==> src/rtl/uart_tx_fifo_if.sv <==
// Push/status/transmit bundle between byte producers, the TX FIFO and the uart core.
interface uart_tx_fifo_if #(
  parameter int unsigned DEPTH_LOG2 = 4
);
  logic                  wr_en;
  logic [7:0]            wr_data;
  logic                  full;
  logic                  empty;
  logic [DEPTH_LOG2:0]   count;
  logic                  overflow;
  logic                  clr_overflow;
  logic                  transmit;
  logic [7:0]            tx_byte;
  logic                  is_transmitting;

  // Surrounding system: producer plus uart core
  modport master (
    output wr_en, wr_data, clr_overflow, is_transmitting,
    input  full, empty, count, overflow, transmit, tx_byte
  );

  // The FIFO/issue controller
  modport slave (
    input  wr_en, wr_data, clr_overflow, is_transmitting,
    output full, empty, count, overflow, transmit, tx_byte
  );
endinterface

==> src/rtl/uart_tx_fifo.sv <==
// Byte FIFO plus issue controller feeding the uart core's transmit side.
// Bytes are popped one at a time and handed to the core with a single-cycle
// transmit pulse, pacing on the core's is_transmitting indication.
module uart_tx_fifo #(
  parameter int unsigned DEPTH_LOG2   = 4,
  parameter int unsigned BUSY_TIMEOUT = 8
) (
  input  logic           clk,
  input  logic           rst,
  uart_tx_fifo_if.slave  bus
);

  localparam int unsigned DEPTH   = 1 << DEPTH_LOG2;
  localparam int unsigned PTR_W   = DEPTH_LOG2;
  localparam int unsigned CNT_W   = DEPTH_LOG2 + 1;
  localparam int unsigned TIMER_W = 8;

  typedef enum logic [1:0] {
    IDLE      = 2'd0,
    WAIT_BUSY = 2'd1,
    WAIT_DONE = 2'd2
  } state_t;

  logic [7:0]         mem [DEPTH];
  logic [PTR_W-1:0]   rd_ptr;
  logic [PTR_W-1:0]   wr_ptr;
  logic [CNT_W-1:0]   count_q;
  logic               overflow_q;
  state_t             state;
  logic [TIMER_W-1:0] timer;
  logic               transmit_q;
  logic [7:0]         tx_byte_q;

  logic               full_c;
  logic               empty_c;
  logic               push_ok_c;
  logic               push_rej_c;
  logic               pop_c;

  // Status flags come straight from the registered count; push/pop qualifiers use pre-edge state
  always_comb begin
    full_c     = (count_q == CNT_W'(DEPTH));
    empty_c    = (count_q == '0);
    push_ok_c  = bus.wr_en && !full_c;
    push_rej_c = bus.wr_en && full_c;
    pop_c      = (state == IDLE) && !empty_c && !bus.is_transmitting;
  end

  assign bus.full     = full_c;
  assign bus.empty    = empty_c;
  assign bus.count    = count_q;
  assign bus.overflow = overflow_q;
  assign bus.transmit = transmit_q;
  assign bus.tx_byte  = tx_byte_q;

  // Storage array; contents are abandoned on reset, so no reset is needed here
  always_ff @(posedge clk) begin
    if (!rst && push_ok_c) begin
      mem[wr_ptr] <= bus.wr_data;
    end
  end

  // Pointers and occupancy; pointers wrap naturally at the array depth
  always_ff @(posedge clk) begin
    if (rst) begin
      rd_ptr  <= '0;
      wr_ptr  <= '0;
      count_q <= '0;
    end else begin
      if (push_ok_c) begin
        wr_ptr <= wr_ptr + PTR_W'(1);
      end
      if (pop_c) begin
        rd_ptr <= rd_ptr + PTR_W'(1);
      end
      case ({push_ok_c, pop_c})
        2'b10:   count_q <= count_q + CNT_W'(1);
        2'b01:   count_q <= count_q - CNT_W'(1);
        default: count_q <= count_q;
      endcase
    end
  end

  // Sticky overflow; a rejected push beats a same-cycle clear
  always_ff @(posedge clk) begin
    if (rst) begin
      overflow_q <= 1'b0;
    end else if (push_rej_c) begin
      overflow_q <= 1'b1;
    end else if (bus.clr_overflow) begin
      overflow_q <= 1'b0;
    end
  end

  // Issue controller: hand one byte to the core, then wait for it to go busy and idle again
  always_ff @(posedge clk) begin
    if (rst) begin
      state      <= IDLE;
      timer      <= '0;
      transmit_q <= 1'b0;
      tx_byte_q  <= 8'h00;
    end else begin
      transmit_q <= 1'b0;
      case (state)
        IDLE: begin
          if (pop_c) begin
            tx_byte_q  <= mem[rd_ptr];
            transmit_q <= 1'b1;
            timer      <= '0;
            state      <= WAIT_BUSY;
          end
        end
        WAIT_BUSY: begin
          timer <= timer + TIMER_W'(1);
          if (bus.is_transmitting) begin
            state <= WAIT_DONE;
          end else if (timer == TIMER_W'(BUSY_TIMEOUT - 1)) begin
            // Core finished or ignored the request before we saw it go busy
            state <= IDLE;
          end
        end
        WAIT_DONE: begin
          if (!bus.is_transmitting) begin
            state <= IDLE;
          end
        end
        default: begin
          state <= IDLE;
        end
      endcase
    end
  end

endmodule

==> src/flat_wrapper.sv <==
// flat-port wrapper written by rule: the top's interface ports become plain ports
module uart_tx_fifo_flat 
#(
  parameter int unsigned DEPTH_LOG2   = 4,
  parameter int unsigned BUSY_TIMEOUT = 8
)
  (clk, rst, bus_wr_en, bus_wr_data, bus_clr_overflow, bus_is_transmitting, bus_full, bus_empty, bus_count, bus_overflow, bus_transmit, bus_tx_byte);
  uart_tx_fifo_if #(.DEPTH_LOG2(DEPTH_LOG2)) bus_i ();
  input  logic clk;
  input  logic rst;
  input wire logic [$bits(bus_i.wr_en)-1:0] bus_wr_en;
  input wire logic [$bits(bus_i.wr_data)-1:0] bus_wr_data;
  input wire logic [$bits(bus_i.clr_overflow)-1:0] bus_clr_overflow;
  input wire logic [$bits(bus_i.is_transmitting)-1:0] bus_is_transmitting;
  output wire logic [$bits(bus_i.full)-1:0] bus_full;
  output wire logic [$bits(bus_i.empty)-1:0] bus_empty;
  output wire logic [$bits(bus_i.count)-1:0] bus_count;
  output wire logic [$bits(bus_i.overflow)-1:0] bus_overflow;
  output wire logic [$bits(bus_i.transmit)-1:0] bus_transmit;
  output wire logic [$bits(bus_i.tx_byte)-1:0] bus_tx_byte;
  assign bus_i.wr_en = bus_wr_en;
  assign bus_i.wr_data = bus_wr_data;
  assign bus_i.clr_overflow = bus_clr_overflow;
  assign bus_i.is_transmitting = bus_is_transmitting;
  assign bus_full = bus_i.full;
  assign bus_empty = bus_i.empty;
  assign bus_count = bus_i.count;
  assign bus_overflow = bus_i.overflow;
  assign bus_transmit = bus_i.transmit;
  assign bus_tx_byte = bus_i.tx_byte;
  uart_tx_fifo #(.DEPTH_LOG2(DEPTH_LOG2), .BUSY_TIMEOUT(BUSY_TIMEOUT)) u_core (.clk(clk), .rst(rst), .bus(bus_i));
endmodule
==> config.mk <==
export PLATFORM = sky130hd
export DESIGN_NAME = uart_tx_fifo_flat
export DESIGN_NICKNAME = d
export VERILOG_FILES = /design/src/rtl/uart_tx_fifo_if.sv /design/src/rtl/uart_tx_fifo.sv /design/src/flat_wrapper.sv
export SDC_FILE = /design/constraint.sdc
export NUM_CORES = 1
export LEC_CHECK = 0
export CORE_UTILIZATION = 50
export DETAILED_ROUTE_END_ITERATION = 6
export PLACE_DENSITY = 0.68
export SLEW_MARGIN = 10
export SYNTH_ARGS = -nofsm -noshare
export SYNTH_HDL_FRONTEND = slang
export SYNTH_SLANG_ARGS = --single-unit
export TNS_END_PERCENT = 1
==> constraint.sdc <==
create_clock -name clk -period 4.3 [get_ports clk]
set_input_delay 1.075 -clock clk [delete_from_list [all_inputs] [get_ports clk]]
set_output_delay 1.075 -clock clk [all_outputs]
set_load 0.05 [all_outputs]
### Word-level counts from Yosys, hierarchy flattened

Memories as Yosys holds them, arrays and structs flattened. A register that Yosys moved wholly into a read port is not among the register bits.
Index checks and enable logic that the tools add are counted.

* flip-flop bits (word level): 25
* output and inout bits: 17
* memories: 1
* bits of input ports: 13
* word-level logic and storage cells: 54
* RAM bits: 128

* bitwise operators: 1
* multiplexer cells: 13
* equal/unequal tests: 9
* reduce and logical (&&, ||, !) cells: 18
* add/subtract/negate cells: 5

Memory list
* u_core.mem: depth 16, width 8, rd ports 1, clocked after memory_dff 1, wr ports 1, line uart_tx_fifo.sv:24 `logic [7:0] mem [DEPTH];`

Operators with widths (count)
* $pmux W8 S2: 1
* $pmux W5 S2: 1
* $add A4 B1 Y4 const B: 2
* $add A8 B1 Y8 const B: 1
* $eq A8 B3 Y1 const B: 1
* $mux W2: 4
* $mux W8: 1
* $pmux W2 S3: 1
* $reduce_bool A2 Y1: 3
* $add A5 B1 Y5 const B: 1
* $eq A5 B5 Y1 const B: 1
* $logic_and A1 B1 Y1: 5
* $logic_not A5 Y1: 1
* $mux W1: 5
* $sub A5 B1 Y5 const B: 1
* $eq A2 B1 Y1 const B: 2
* $eq A2 B2 Y1 const B: 2
* $logic_not A1 Y1: 4
* $reduce_and A2 Y1: 2
* $ne A3 B2 Y1 const B: 1
* $reduce_and A3 Y1: 1
* $logic_not A2 Y1: 1
* $ne A2 B1 Y1 const B: 1
* $ne A2 B2 Y1 const B: 1
* 2 further kinds: 2

### Depth between registers and ports, before layout

Gate-level depths: netlist of the first run.

* word-level depth: 6
* depth in mapped cells: 10
* mapped depth without buffers: 9

### Worst setup path before layout of the first run

Ideal clock, no wire load.

* path kind: flip-flop to flip-flop
* start: reg u_core.count_q[0], in the netlist u_core.bus.count[0]
* end: reg u_core.count_q[4], in the netlist u_core.bus.count[4]
* data arrival time: 3.104 ns
* path buffers: 1
* period minus slack after synthesis: 3.225 ns
* cell stages (with the launch flop): 11
* required time: 4.179 ns
* slack: 1.075 ns
* setup time: 0.121 ns
* path through: dfxtp_1 or4_4 buf_6 o21ai_4 inv_2 ha_1 fa_1 a21o_1 a21oi_1 mux2i_1 mux2_2

* cells in the longest elaborated chain, start to end: 6
* elaborated cells between the ends (all ways): 13
* those cells by class: add/sub: 2; eq/ne: 3; mux: 1; reduce/logical: 7

Ends and longest elaborated chain
* from (decl): line uart_tx_fifo.sv:27 `logic [CNT_W-1:0] count_q;`
* from (signal assigned): line uart_tx_fifo.sv:77 `2'b10: count_q <= count_q + CNT_W'(1);`
* from (signal assigned): line uart_tx_fifo.sv:78 `2'b01: count_q <= count_q - CNT_W'(1);`
* from (signal assigned): line uart_tx_fifo.sv:79 `default: count_q <= count_q;`
* $logic_not A5 Y1 *: line uart_tx_fifo.sv:43 `empty_c = (count_q == '0);`
* $logic_not A1 Y1 *: line uart_tx_fifo.sv:46 `pop_c = (state == IDLE) && !empty_c && !bus.is_transmitting;`
* $logic_and A1 B1 Y1 * (2 in a row): line uart_tx_fifo.sv:46
* net u_core.pop_c: line uart_tx_fifo.sv:38 `logic pop_c;`
* $eq A2 B1 Y1 / $eq A2 B2 Y1 (equally long branches): line uart_tx_fifo.sv:76 `case ({push_ok_c, pop_c})`
* $pmux W5 S2 / $reduce_bool A2 Y1 (equally long branches)

The timed path passes the listed nets; every way through them passes the cells marked *.
A chain may end at the register's enable or synchronous reset.

### Final worst setup path of the first run

* start: reg u_core.count_q[0], in the netlist u_core.bus.count[0]
* end: out bus_full

* cells in the longest elaborated chain, start to end: 1

Ends and longest elaborated chain
* $eq A5 B5 Y1: line uart_tx_fifo.sv:42 `full_c = (count_q == CNT_W'(DEPTH));`
* to (decl): line flat_wrapper.sv:15 `output wire logic [$bits(bus_i.full)-1:0] bus_full;`

Every way passes these cells.

==> metrics.txt, run 1 <==
# TYPE chip_impl_metric gauge
chip_impl_metric{name="final_hold_viol_count",unit=""} 0
chip_impl_metric{name="remaining_global_route_overflow",unit=""} 0
chip_impl_info{name="cts_root_buffer",value="clkbuf_16"} 1
chip_impl_metric{name="hpwl",unit="um"} 7750
chip_impl_metric{name="final.min_clock_period",unit="ns"} 3.46
chip_impl_info{name="run_status",value="finished, final reports clean"} 1
chip_impl_metric{name="initial_utilization",unit="%"} 51.6
chip_impl_info{name="worstSetupEndpointType",value="primary output"} 1
chip_impl_metric{name="detail_route.vias_per_cell",unit=""} 5.68
chip_impl_info{name="worstHoldStart",value="u_core.timer[7]"} 1
chip_impl_metric{name="fin_crit_sh",unit="%"} 80.5
chip_impl_metric{name="post_cts_buffers",unit=""} 0
chip_impl_metric{name="max_cap_check_violation_count",unit=""} 0
chip_impl_metric{name="first_global_vias",unit=""} 3469
chip_impl_metric{name="fp.dieW",unit="um"} 116
chip_impl_metric{name="number_of_inserted_filler_cells_in_the_final_layout",unit=""} 940
chip_impl_metric{name="clock_skew",unit="ns"} 0.00640
chip_impl_metric{name="cts_sink_cnt",unit=""} 161
chip_impl_metric{name="die_ar",unit="um^2"} 13500
chip_impl_metric{name="post_dp_area",unit="um^2"} 7060
chip_impl_metric{name="io_pins",unit=""} 30
chip_impl_metric{name="synth.ff_latch_count",unit=""} 161
chip_impl_metric{name="report.final.slew_viol_count",unit=""} 0
chip_impl_metric{name="crit_buf_inv",unit=""} 1
chip_impl_metric{name="drt_wl_total",unit="um"} 12300
chip_impl_metric{name="postSynth.asyncResetShare",unit="%"} 0
chip_impl_metric{name="flow.area_growth_from_synthesis",unit="%"} 16.8
chip_impl_metric{name="cts_max_level",unit=""} 4
chip_impl_metric{name="track_usage",unit="%"} 20.5
chip_impl_metric{name="wire_length_of_the_first_global_routing_pass",unit="um"} 19300
chip_impl_metric{name="drt_initial_violations",unit=""} 288
chip_impl_metric{name="ant_nets",unit=""} 0
chip_impl_metric{name="cts-root-to-sink-buffers",unit=""} 2
chip_impl_metric{name="design.core.area",unit="um^2"} 12700
chip_impl_info{name="critPathLaunch",value="u_core.bus.count[0]"} 1
chip_impl_metric{name="static-leakage-power",unit="uW"} 0.00248
chip_impl_metric{name="avgRoutedWirePerCell",unit="um"} 20.0
chip_impl_metric{name="clock_power_share",unit="%"} 33.6
chip_impl_metric{name="antenna_found_initial",unit=""} 0
chip_impl_info{name="rsz0062_at_grt",value="no"} 1
chip_impl_metric{name="synth.distinct_cells",unit=""} 47
chip_impl_metric{name="synth_area",unit="um^2"} 6540
chip_impl_info{name="critical-path-slowest-cell",value="clkdlybuf4s50_1"} 1
chip_impl_metric{name="final_setup_violation_count",unit=""} 0
chip_impl_metric{name="critical_path.max_stage_delay",unit="ns"} 0.82
chip_impl_info{name="worst_hold_path_type",value="flip-flop to flip-flop"} 1
chip_impl_info{name="worstReg2RegStart",value="u_core.bus.count[0]"} 1
chip_impl_metric{name="data_arrival_time_of_the_worst_path",unit="ns"} 2.39
chip_impl_info{name="most_instantiated_flip_flop_cell_in_the_synthesis_netlist",value="edfxtp_1"} 1
chip_impl_metric{name="drt-pass1-iter-count",unit=""} 5
chip_impl_metric{name="finalNetCount",unit=""} 453
chip_impl_metric{name="power.share.sequential",unit="%"} 43.5
chip_impl_metric{name="placementRows",unit=""} 41
chip_impl_metric{name="post_cts_resize_count",unit=""} 0
chip_impl_metric{name="holdBufCountCts",unit=""} 0
chip_impl_metric{name="floorplan.die.height",unit="um"} 116
chip_impl_metric{name="route.detailed.drc",unit=""} 0
chip_impl_metric{name="detailroute.via_count",unit=""} 3487
chip_impl_metric{name="maxClockFrequency",unit="MHz"} 289
chip_impl_metric{name="ys.warnings.count",unit=""} 0
chip_impl_metric{name="setup_total_negative_slack",unit="ns"} 0
chip_impl_metric{name="total_switching_power",unit="uW"} 1310
chip_impl_metric{name="synthCells",unit=""} 386
chip_impl_metric{name="final_layout_size_suffix_gt1_share",unit="%"} 20.6
chip_impl_info{name="startpoint_type",value="flip-flop"} 1
chip_impl_info{name="cp_cell_sequence",value="or4_4 > nor2_1 > clkdlybuf4s50_1"} 1
chip_impl_info{name="cpLargestDelayFamily",value="buffers and inverters"} 1
chip_impl_metric{name="portBuffers",unit=""} 29
chip_impl_metric{name="irDropWorstVdd",unit="mV"} 0.375
chip_impl_metric{name="cts_buffers",unit=""} 17
chip_impl_metric{name="clkLatencyLatePin",unit="ns"} 0.42
chip_impl_metric{name="fin_area",unit="um^2"} 7640
chip_impl_metric{name="critical_path_peak_fanout",unit=""} 7
chip_impl_metric{name="grt_start_max_net_pins",unit=""} 38
chip_impl_metric{name="edff_count_synth",unit=""} 128
chip_impl_info{name="criticalPathCategory",value="flip-flop to primary output"} 1
chip_impl_metric{name="pwr-share-comb",unit="%"} 23.0
chip_impl_metric{name="antenna_cells_inserted",unit=""} 0
chip_impl_metric{name="tightestPinTransition",unit="ns"} 1.03
chip_impl_info{name="tritoncts_clock_tree",value="built"} 1
chip_impl_metric{name="synth_seq_area_share",unit="%"} 68.9
chip_impl_metric{name="routabilityCongestion",unit=""} 0.769
chip_impl_metric{name="mappedNetlistNets",unit=""} 410
chip_impl_metric{name="clk_pin_slew",unit="ns"} 0.06
chip_impl_metric{name="p_int",unit="uW"} 3070
chip_impl_metric{name="critical_path_required",unit="ns"} 3.22
chip_impl_metric{name="whs",unit="ns"} 0.494
chip_impl_metric{name="synthesis.area_per_instance",unit="um^2"} 16.9
chip_impl_metric{name="power.switching_fraction",unit="%"} 29.9
chip_impl_metric{name="slew_headroom",unit="%"} 31.1
chip_impl_metric{name="cellPowerDensity",unit="nW/um^2"} 573
[metrics by stage]
step	utilization [%]	worst slack (ns)	cells	power, uW
floorplan	-	1.07	386	2700
global placement	55.7	0.575	582	2940
detailed placement	55.7	0.496	582	2950
CTS	60.3	0.798	614	4420
global route	60.3	0.719	614	4570
finish	60.3	0.839	614	4380
[cells in the final DEF, fill, tap and decap left out, drive strengths merged, types with 2 or more instances in the layout]
cell / netlist / layout
edfxtp: 128 / 128
inv: 7 / 10
and3: 2 / 2
a21o: 2 / 2
nand2b: 4 / 4
nand2: 12 / 12
o21ai: 2 / 2
nand3: 7 / 7
nor2: 30 / 30
o221ai: 8 / 8
clkinv: 0 / 5
dfxtp: 33 / 33
xor2: 5 / 5
a211oi: 2 / 2
a21oi: 13 / 13
mux2i: 19 / 19
buf: 9 / 16
o211ai: 3 / 3
bufinv: 0 / 2
nand3b: 10 / 10
nand4: 3 / 3
a311oi: 2 / 2
clkbuf: 12 / 21
o31ai: 2 / 2
nor4: 3 / 3
mux4: 32 / 32
ha: 10 / 10
clkdlybuf4s50: 0 / 29
nor3: 6 / 6
or2: 2 / 2
nor2b: 4 / 4
xnor2: 5 / 5
[synth_stat cells, types with 2 or more instances]
library cell / count / area [um^2]
nor4_1: 3 / 18.8
a211oi_1: 2 / 15.0
a311oi_2: 2 / 30.0
dfxtp_1: 33 / 661
nor2_1: 30 / 113
nor2b_1: 4 / 25.0
and3_1: 2 / 12.5
nand3b_1: 9 / 67.6
or2_2: 2 / 12.5
a21oi_1: 13 / 65.1
edfxtp_1: 128 / 3840
nor3_1: 5 / 25.0
nand2_1: 11 / 41.3
nand2b_1: 4 / 25.0
o221ai_1: 8 / 70.1
buf_6: 3 / 33.8
xor2_1: 5 / 43.8
o31ai_1: 2 / 15.0
nand4_1: 3 / 18.8
buf_2: 5 / 25.0
mux2i_1: 19 / 190
xnor2_1: 5 / 43.8
ha_1: 10 / 125
inv_1: 6 / 22.5
mux4_2: 32 / 721
o211ai_1: 3 / 22.5
clkbuf_1: 11 / 41.3
nand3_1: 7 / 35.0
[cells by family (layout without fill, tap and decap cells)]
| family | after synthesis | after routing | share of synthesized area (%) |
|---|---|---|---|
| buf+inv | 28 | 84 | 2.07 |
| simple gates | 87 | 87 | 6.98 |
| mux | 52 | 52 | 14.1 |
| xor+xnor | 10 | 10 | 1.34 |
| flops | 161 | 161 | 68.9 |
| fa+ha+maj | 11 | 11 | 2.22 |
| compound gates | 37 | 37 | 4.42 |
[flip-flops by register name (all words and copies together), names as in the netlist]
register / count
u_core.mem: 128
u_core.bus.tx_byte: 8
u_core.timer: 8
u_core.bus.count: 5
u_core.rd_ptr: 4
u_core.wr_ptr: 4
u_core.state: 2
u_core.bus.overflow: 1
u_core.bus.transmit: 1
[layer usage]
metal  part of all wire (%)  GRT usage (%)  wire, um  up-vias
li1                       -              -         -     1611
met1                     44           26.9      5450     1769
met2                     49           32.7      6060       98
met3                    5.4           6.80       658        9
met4                   0.75           5.90        92        0
met5                      0              0         0        -
[worst reg2reg max path: stages (launching register included)]
cell,delay (ns)
dfxtp_1,0.38
or4_4,0.62
o21ai_4,0.45
inv_2,0.14
ha_1,0.32
fa_1,0.43
a21o_1,0.17
a21oi_1,0.17
mux2i_1,0.22
mux2_2,0.34
[power by group through the flow]
stage                     logic (uW)  clock network (uW)  registers (uW)
after floorplan                  688                   0            2010
after global placement           998                   0            1940
after detailed placement        1010                   0            1940
after CTS                       1010                1500            1910
after global routing            1080                1560            1920
final                           1010                1470            1900
[layout make-up]
class	count	area (um^2)	area share [%]
Sequential cell	161	4510	59.0
Multi-Input combinational cell	197	1900	24.9
Clock buffer	21	450	5.90
Timing Repair Buffer	45	410	5.37
Tap cell	172	215	2.82
Clock inverter	11	129	1.69
Inverter	7	26.3	0.344
[worst paths after layout]
| check | to | slack (ns) | depth (start not counted) |
|---|---|---|---|
| worst min-delay path | u_core.timer[7] | 0.49 | 2 |
| worst max register to register | u_core.bus.count[4] | 0.96 | 9 |
| worst min register to register | u_core.timer[7] | 0.49 | 2 |
| worst max-delay path | bus_full | 0.84 | 3 |
Power figures use the tool's default switching activity.
==> run 2, diff against run 1 <==
--- a/config.mk
+++ b/config.mk
@@ -7,7 +7,7 @@
 export LEC_CHECK = 0
 export CORE_UTILIZATION = 50
 export DETAILED_ROUTE_END_ITERATION = 6
-export PLACE_DENSITY = 0.68
+export PLACE_DENSITY = 0.71
 export SLEW_MARGIN = 10
 export SYNTH_ARGS = -nofsm -noshare
 export SYNTH_HDL_FRONTEND = slang
==> constraint.sdc (replaced) <==
create_clock -name clk -period 2.9 [get_ports clk]
set_input_delay 0.725 -clock clk [delete_from_list [all_inputs] [get_ports clk]]
set_output_delay 0.725 -clock clk [all_outputs]
set_load 0.05 [all_outputs]
==> run 2 against run 1 <==
Clock skew up 0.0011 ns; setup slack worse by 0.64 ns; register-to-register slack got worse by 0.76 ns; die area did not move; first-iteration DRC count stayed put; utilization is 0.95 points higher; critical path depth is 6 higher; non-clock buffer count is 13 higher; combinational power increased by 62%; critical endpoint is now u_core.bus.count[4].
==> metrics.txt, run 2 (synthesis gave the netlist of run 1 again) <==
# TYPE chip_impl_metric gauge
chip_impl_metric{name="routabilityCongestion",unit=""} 0.754
chip_impl_metric{name="floorplan.die.height",unit="um"} 116
chip_impl_metric{name="report.final.slew_viol_count",unit=""} 0
chip_impl_metric{name="place_ws",unit="ns"} -0.130
chip_impl_info{name="cts_root_buffer",value="clkbuf_16"} 1
chip_impl_metric{name="hpwl",unit="um"} 7600
chip_impl_metric{name="irDropWorstVdd",unit="mV"} 0.549
chip_impl_metric{name="max_cap_check_violation_count",unit=""} 0
chip_impl_info{name="r2r_end",value="u_core.bus.count[4]"} 1
chip_impl_metric{name="wire_length_of_the_first_global_routing_pass",unit="um"} 19300
chip_impl_metric{name="design.core.area",unit="um^2"} 12700
chip_impl_metric{name="clk_pin_slew",unit="ns"} 0.06
chip_impl_metric{name="finalWorstSetupSlack",unit="ns"} 0.197
chip_impl_metric{name="antenna_cells_inserted",unit=""} 0
chip_impl_metric{name="antenna_found_initial",unit=""} 0
chip_impl_info{name="rsz0062_at_grt",value="no"} 1
chip_impl_info{name="critPathLaunch",value="u_core.bus.count[1]"} 1
chip_impl_info{name="largest-register",value="u_core.mem"} 1
chip_impl_info{name="run_status",value="finished, final reports clean"} 1
chip_impl_metric{name="report.power.total",unit="uW"} 6530
chip_impl_metric{name="critical_path_required",unit="ns"} 3.21
chip_impl_metric{name="remaining_global_route_overflow",unit=""} 0
chip_impl_metric{name="track_usage",unit="%"} 20.2
chip_impl_metric{name="ant_nets",unit=""} 0
chip_impl_metric{name="drt_initial_violations",unit=""} 288
chip_impl_metric{name="placementRows",unit=""} 41
chip_impl_metric{name="post_cts_buffers",unit=""} 0
chip_impl_info{name="worstSetupEndpointType",value="flip-flop"} 1
chip_impl_metric{name="finalNetCount",unit=""} 466
chip_impl_info{name="commonest_non_fill_non_tap_cells_in_the_layout",value="edfxtp_1, mux4_2, nor2_1, buf_4, dfxtp_1"} 1
chip_impl_metric{name="slew_headroom",unit="%"} 61.8
chip_impl_metric{name="critical_path_peak_fanout",unit=""} 7
chip_impl_metric{name="holdBufCountCts",unit=""} 0
chip_impl_metric{name="cts_max_level",unit=""} 4
chip_impl_info{name="endpoint",value="u_core.bus.count[4]"} 1
chip_impl_info{name="criticalPathCategory",value="flip-flop to flip-flop"} 1
chip_impl_metric{name="clock_skew",unit="ns"} 0.00753
chip_impl_metric{name="die_ar",unit="um^2"} 13500
chip_impl_metric{name="clkLatencyLatePin",unit="ns"} 0.42
chip_impl_metric{name="cts_buffers",unit=""} 17
chip_impl_metric{name="cts-root-to-sink-buffers",unit=""} 2
chip_impl_metric{name="cellPowerDensity",unit="nW/um^2"} 842
chip_impl_metric{name="detailroute.via_count",unit=""} 3533
chip_impl_metric{name="tightestPinTransition",unit="ns"} 0.571
chip_impl_metric{name="first_global_vias",unit=""} 3607
chip_impl_metric{name="portBuffers",unit=""} 29
chip_impl_metric{name="route.detailed.drc",unit=""} 0
chip_impl_metric{name="cell_depth_of_the_worst_flop_to_flop_path",unit=""} 9
chip_impl_metric{name="post_cts_resize_count",unit=""} 0
chip_impl_info{name="worstReg2RegStart",value="u_core.bus.count[1]"} 1
chip_impl_metric{name="final_hold_viol_count",unit=""} 0
chip_impl_metric{name="drt_wl_total",unit="um"} 12100
chip_impl_info{name="worst_hold_path_type",value="flip-flop to flip-flop"} 1
chip_impl_metric{name="fin_crit_sh",unit="%"} 93.2
chip_impl_info{name="startpoint_type",value="flip-flop"} 1
chip_impl_metric{name="flow.area_growth_from_synthesis",unit="%"} 18.6
chip_impl_metric{name="avgRoutedWirePerCell",unit="um"} 19.4
chip_impl_info{name="final_common_cell",value="edfxtp_1"} 1
chip_impl_metric{name="finish.utilization",unit="%"} 61.2
chip_impl_metric{name="largest_reg_flops",unit=""} 128
chip_impl_metric{name="fp.dieW",unit="um"} 116
chip_impl_metric{name="cts_sink_cnt",unit=""} 161
chip_impl_metric{name="grt_start_max_net_pins",unit=""} 38
chip_impl_info{name="tritoncts_clock_tree",value="built"} 1
chip_impl_metric{name="drt-pass1-iter-count",unit=""} 5
chip_impl_metric{name="final.min_clock_period",unit="ns"} 2.70
chip_impl_metric{name="initial_utilization",unit="%"} 51.6
chip_impl_metric{name="maxClockFrequency",unit="MHz"} 370
chip_impl_metric{name="static-leakage-power",unit="uW"} 0.00254
chip_impl_metric{name="detail_route.vias_per_cell",unit=""} 5.63
chip_impl_metric{name="final_layout_size_suffix_gt1_share",unit="%"} 24.8
chip_impl_metric{name="ff2ff_setup_slack",unit="ns"} 0.20
chip_impl_metric{name="final_setup_violation_count",unit=""} 0
chip_impl_metric{name="io_pins",unit=""} 30
chip_impl_metric{name="data_arrival_time_of_the_worst_path",unit="ns"} 3.01
-- run 2: how the worst min path moves through the flow --
stage / slack [ns] / to / startpoint / cells after the start
after floorplan: 0.45 / u_core.timer[7] / u_core.timer[7] / 2
after global placement: 0.47 / u_core.timer[7] / u_core.timer[7] / 2
after detailed placement: 0.49 / u_core.timer[6] / u_core.timer[6] / 2
after CTS: 0.50 / u_core.timer[7] / u_core.timer[7] / 2
after global routing: 0.51 / u_core.timer[7] / u_core.timer[7] / 2
final: 0.49 / u_core.timer[7] / u_core.timer[7] / 2
-- run 2: area by class of cell --
class / instances / area [um^2]
clock buffers: 22 / 464
clock inverters: 10 / 101
fillers: 940 / 4910
inverters: 7 / 26.3
multi-input cells: 197 / 1920
flip-flops and latches: 161 / 4520
well taps: 172 / 215
repair buffers: 58 / 515
-- run 2: through the flow --
| step | std cells | hold WS, ns | area, um^2 | TNS [ns] |
|---|---|---|---|---|
| CTS | 627 | 0.500 | 7760 | 0 |
| global placement | 595 | 0.469 | 7190 | -0.0754 |
| detailed placement | 595 | 0.492 | 7190 | -0.130 |
| finish | 627 | 0.495 | 7760 | 0 |
| floorplan | 386 | 0.452 | 6570 | -0.00823 |
| global route | 627 | 0.512 | 7760 | 0 |
-- run 2: critical path, cell delays in order, from the launching register on --
cell and delay [ns]:
dfxtp_4 0.36, or4_4 0.60, o21ai_4 0.19, inv_2 0.07, ha_4 0.17, fa_2 0.34
a21o_1 0.17, a21oi_2 0.14, mux2i_1 0.20, mux2_2 0.34
-- run 2: report_power, final --
part / leakage, uW / internal [uW] / switching (uW)
combinational: 0.000842 / 723 / 921
clock: 0.000273 / 1240 / 871
sequential: 0.00142 / 2620 / 158
-- run 2: routing by layer --
metal,vias up,global-route usage [%],wire (um)
met5,-,0,0
met4,0,6.67,114
met3,10,5.55,770
met2,102,33.3,6050
met1,1790,26.2,5220
li1,1631,-,-
==> run 3, diff against run 2 <==
--- a/config.mk
+++ b/config.mk
@@ -8,6 +8,7 @@
 export CORE_UTILIZATION = 50
 export DETAILED_ROUTE_END_ITERATION = 6
 export PLACE_DENSITY = 0.71
+export SKIP_CTS_REPAIR_TIMING = 1
 export SLEW_MARGIN = 10
 export SYNTH_ARGS = -nofsm -noshare
 export SYNTH_HDL_FRONTEND = slang
==> results of run 3 <==
The final DEF is identical to that of run 2; final timing and power are the same.
